==> config.mk <==
export PLATFORM = sky130hd
export DESIGN_NAME = mux_select_arbiter
export DESIGN_NICKNAME = d
export VERILOG_FILES = /design/src/rtl/mux_arb_pkg.sv /design/src/rtl/arb_hold_counter.sv /design/src/rtl/mux_select_arbiter.sv
export SDC_FILE = /design/constraint.sdc
export NUM_CORES = 1
export LEC_CHECK = 0
export CAP_MARGIN = 20
export CELL_PAD_IN_SITES_DETAIL_PLACEMENT = 0
export CELL_PAD_IN_SITES_GLOBAL_PLACEMENT = 1
export CORE_MARGIN = 5
export CORE_UTILIZATION = 41
export CTS_BUF_LIST = sky130_fd_sc_hd__clkbuf_16
export CTS_CLUSTER_DIAMETER = 50
export DETAILED_ROUTE_END_ITERATION = 10
export GPL_TIMING_DRIVEN = 0
export PLACE_DENSITY = 0.87
export SLEW_MARGIN = 20
export SYNTH_ARGS = -nofsm -noshare
export SYNTH_HDL_FRONTEND = slang
export SYNTH_HIERARCHICAL = 1
export SYNTH_SLANG_ARGS = --single-unit
==> constraint.sdc <==
create_clock -name clk -period 6.2 [get_ports clk]
set_input_delay 1.24 -clock clk [delete_from_list [all_inputs] [get_ports clk]]
set_output_delay 1.24 -clock clk [all_outputs]
set_load 0.05 [all_outputs]
==> src/rtl/mux_arb_pkg.sv <==
// Shared types and defaults for the two-source mux select arbiter.
// The state encoding is fixed so that grant bits map directly onto state bits.
package mux_arb_pkg;

   typedef enum logic [1:0] {
      IDLE = 2'b00,
      GNT0 = 2'b01,
      GNT1 = 2'b10
   } arb_state_e;

   localparam int HOLD_MAX_DEF = 4;
   localparam int CNT_W_DEF    = 3;

endpackage

==> src/rtl/arb_hold_counter.sv <==
// Clearable hold counter that saturates at LIMIT and flags it.
// Clear has priority over enable.
module arb_hold_counter #(
   parameter int CNT_W = 3,
   parameter int LIMIT = 3
) (
   input  logic             clk,
   input  logic             rst_n,
   input  logic             clr,
   input  logic             en,
   output logic [CNT_W-1:0] cnt,
   output logic             at_limit
);

   localparam logic [CNT_W-1:0] LIM = CNT_W'(LIMIT);

   logic [CNT_W-1:0] cnt_q;
   logic [CNT_W-1:0] cnt_d;

   assign at_limit = (cnt_q == LIM);
   assign cnt      = cnt_q;

   always_comb begin
      cnt_d = cnt_q;
      if (clr) begin
         cnt_d = '0;
      end else if (en && !at_limit) begin
         cnt_d = cnt_q + CNT_W'(1);
      end
   end

   always_ff @(posedge clk or negedge rst_n) begin
      if (!rst_n) begin
         cnt_q <= '0;
      end else begin
         cnt_q <= cnt_d;
      end
   end

endmodule

==> src/rtl/mux_select_arbiter.sv <==
// Round-robin arbiter with bounded hold for the 2:1 select mux.
// Define MUX_ARB_LOCK_EN to add the lock port that suppresses forced rotation.
module mux_select_arbiter
   import mux_arb_pkg::*;
#(
   parameter int HOLD_MAX = HOLD_MAX_DEF,
   parameter int CNT_W    = CNT_W_DEF
) (
   input  logic clk,
   input  logic rst_n,
   input  logic req0,
   input  logic req1,
   output logic s,
   output logic grant0,
   output logic grant1,
   output logic busy
`ifdef MUX_ARB_LOCK_EN
   ,
   input  logic lock
`endif
);

   arb_state_e       state_q;
   arb_state_e       state_d;
   logic             last_q;
   logic             last_d;
   logic             s_q;
   logic             s_d;
   logic             cnt_clr;
   logic             cnt_en;
   logic             at_limit;
   logic             lock_w;
   logic [CNT_W-1:0] hold_cnt;

`ifdef MUX_ARB_LOCK_EN
   assign lock_w = lock;
`else
   assign lock_w = 1'b0;
`endif

   arb_hold_counter #(
      .CNT_W (CNT_W),
      .LIMIT (HOLD_MAX - 1)
   ) u_hold (
      .clk      (clk),
      .rst_n    (rst_n),
      .clr      (cnt_clr),
      .en       (cnt_en),
      .cnt      (hold_cnt),
      .at_limit (at_limit)
   );

   always_comb begin
      state_d = state_q;
      last_d  = last_q;
      s_d     = s_q;
      cnt_clr = 1'b0;
      cnt_en  = 1'b0;
      unique case (state_q)
         IDLE: begin
            cnt_clr = 1'b1;
            if (req0 && req1) begin
               state_d = last_q ? GNT0 : GNT1;
            end else if (req0) begin
               state_d = GNT0;
            end else if (req1) begin
               state_d = GNT1;
            end
         end
         GNT0: begin
            if (!req0) begin
               state_d = req1 ? GNT1 : IDLE;
               last_d  = 1'b0;
               cnt_clr = 1'b1;
            end else if (at_limit && req1 && !lock_w) begin
               state_d = GNT1;
               last_d  = 1'b0;
               cnt_clr = 1'b1;
            end else begin
               cnt_en = 1'b1;
            end
         end
         GNT1: begin
            if (!req1) begin
               state_d = req0 ? GNT0 : IDLE;
               last_d  = 1'b1;
               cnt_clr = 1'b1;
            end else if (at_limit && req0 && !lock_w) begin
               state_d = GNT0;
               last_d  = 1'b1;
               cnt_clr = 1'b1;
            end else begin
               cnt_en = 1'b1;
            end
         end
         default: begin
            state_d = IDLE;
            cnt_clr = 1'b1;
         end
      endcase
      // select follows the new owner; it parks on its last value when idle
      if (state_d == GNT0) begin
         s_d = 1'b0;
      end else if (state_d == GNT1) begin
         s_d = 1'b1;
      end
   end

   always_ff @(posedge clk or negedge rst_n) begin
      if (!rst_n) begin
         state_q <= IDLE;
         last_q  <= 1'b1;
         s_q     <= 1'b0;
      end else begin
         state_q <= state_d;
         last_q  <= last_d;
         s_q     <= s_d;
      end
   end

   assign grant0 = (state_q == GNT0);
   assign grant1 = (state_q == GNT1);
   assign busy   = grant0 | grant1;
   assign s      = s_q;

endmodule

==> run metrics <==
number of synthesized flops with an enable pin 0; GPL Wtd Cong 0.756; Cell Area, Placed 637 um^2; critical path type flop to primary output; slew margin rel. 66.9%; Initial Utilization a little over two fifths; minimum clock period after layout 3.16 ns; PortBufs 6; clk root buf clkbuf_16; initial drt markers 18; share of cells above drive strength 1 11.1%; maximum buffer depth of the clock tree 2; post-cts resize count 0; fraction of registers with async set or reset after synthesis 100%; grt ovf 0; Vias 485; worst skew pair latency 0.23 ns; hold_buf cts 0; die area approximately 0.0022 mm^2; Final ANT Viol Nets 0; Chip Height 46.9 um; worst reg2reg path depth 9; area leader, netlist dfrtp_1; Synth-to-Final Area Change 28.3%; RSZ-0062 raised after global routing no; CTS sink cnt 7; IO Count 8; Sw Ratio 41.8%; hpwl dp 775 um; end of the worst hold path s; Post-Syn Area 558 um^2; final hold violation count 0; Final Skew 0.0000730 ns; final instance area ~720 um^2; area share of the largest cell type after synthesis 26.9%; Setup TNS 0 ns; drt drc 0; gate count of the mapped netlist 62; most frequent cells in the layout 7 x inv_1, 7 x ha_1, 6 x clkdlybuf4s50_1, 6 x dfrtp_1; post-route clock period utilization 50.9%; CP Data Required Time a little under 5 ns; top cells by area, synth dfrtp_1 27%, ha_1 16%, dfstp_2 4.7%; Logic pwr share a little over half; Max Cap Viol 0; FF-to-FF End s; Max IR drop VDD about 0.41 mV; switching power 0.168 mW; initial antenna violation count 0; main flop type after synthesis dfrtp_1; Routed WL per cell 11.3 um; # H-tree levels 1; Initial DRT Pass Iterations 4; Critical Path End Type primary output; Setup Fix Bufs, Post-CTS 0; Leak 0.309 nW; Synth Register Bits 7; CTS tree built; Synth Net Count 73; Final Util 55.0%; hold_sp s; vias in the first global route about 440; syn_area_per_cell 9.00 um^2; Seq pwr share 19.1%; worst hold stages 2; Vias/cell between 5 and 6; Clock Power Share between 20% and 30%; Nets 84; worst-path maximum fanout 5; Ys Warns 6; final wirelength 979 um; chip width 46.9 um; Register-to-Register Setup Slack 3.89 ns; Least-Margin Pin Slew slightly below 0.5 ns; WP data arrival 1.92 ns; standard-cell row count 13; largest net degree at the start of global routing 10; Overall Global Routing Usage between 10 and 15%; Pwr per Cell Area 561 mW/mm^2; first-pass GRT wire length 1.72 mm; Reg2Reg Launch Point state_q[0]; Setup-failing EPs final 0; fmax 317 MHz; HP Class flop to flop; Int Pwr between 0.2 and 0.25 mW; Yosys cell types 31; Startpoint Class flop; antenna fix cells 0; Slew Viols, Final 0; CTS buffer count 3; status completed; Seq/Total Area, Yosys 31.6%; clock slew at reported path FFs approximately 0.03 ns; core region area 0.00130 mm^2
[routing by layer]
metal	GRT usage, %	part of all wire [%]
met4	10.5	1.3
met2	14.1	42
met3	3.83	6.4
met5	0	0
met1	15.3	50
[worst max-delay path: stages, from the launching register on]
cell and delay (ns):
dfrtp_1 0.42, inv_1 0.11, ha_1 0.35, clkdlybuf4s50_1 0.82
[worst max-delay path by stage]
stage / from / end / depth (start not counted)
5_1_grt: state_q[1] / busy / 3
3_5_place_dp: req1 / u_hold/cnt[0] / 6
6_report: state_q[0] / busy / 3
3_3_place_gp: req1 / u_hold/cnt[0] / 6
2_1_floorplan: req0 / u_hold/cnt[0] / 6
4_1_cts: state_q[0] / busy / 3
[power by group through the flow]
stage	logic (mW)	clock network [mW]	registers, mW
floorplan	0.161	0	0.0856
global placement	0.220	0	0.0765
detailed placement	0.221	0	0.0768
CTS	0.221	0.107	0.0764
global route	0.242	0.112	0.0785
finish	0.220	0.105	0.0767
[state kept, by name, indices dropped and copies added (netlist names)]
name / flops
last_q: 1
s: 1
state_q: 2
u_hold/cnt: 3
[cell usage after synthesis (2+ instances only)]
master,instances
inv_1,6
a22oi_1,2
clkbuf_1,2
nand3_1,2
a31oi_1,2
o31ai_1,2
dfrtp_1,6
nand2_1,5
ha_1,7
a21oi_1,2
o21ai_0,5
nor2_1,2
[per-stage QoR]
stage                     instances  hold slack [ns]  power (mW)  worst slack [ns]
after floorplan                  62            0.471       0.247              3.59
after global placement           83            0.470       0.297              3.04
after detailed placement         83            0.475       0.297              3.06
after CTS                        87            0.488       0.404              3.06
after global routing             87            0.534       0.432              2.99
final                            87            0.484       0.401              3.04
[kinds of logic after synthesis]
family          share of synthesized area (%)
fa+ha+maj                                15.7
mux                                      2.02
flops                                    31.6
simple gates                             19.5
buf+inv                                  6.05
compound gates                           25.1
[final cells by class]
cell class / count / area (um^2)
clock inverter: 1 / 3.75
buffer: 2 / 7.51
timing repair buffer: 6 / 60.1
fill: 121 / 586
multi-input combinational: 46 / 348
sequential: 7 / 176
inverter: 7 / 26.3
clock buffer: 3 / 75.1
tap: 15 / 18.8
No activity file was read; power rests on OpenSTA's default activity.
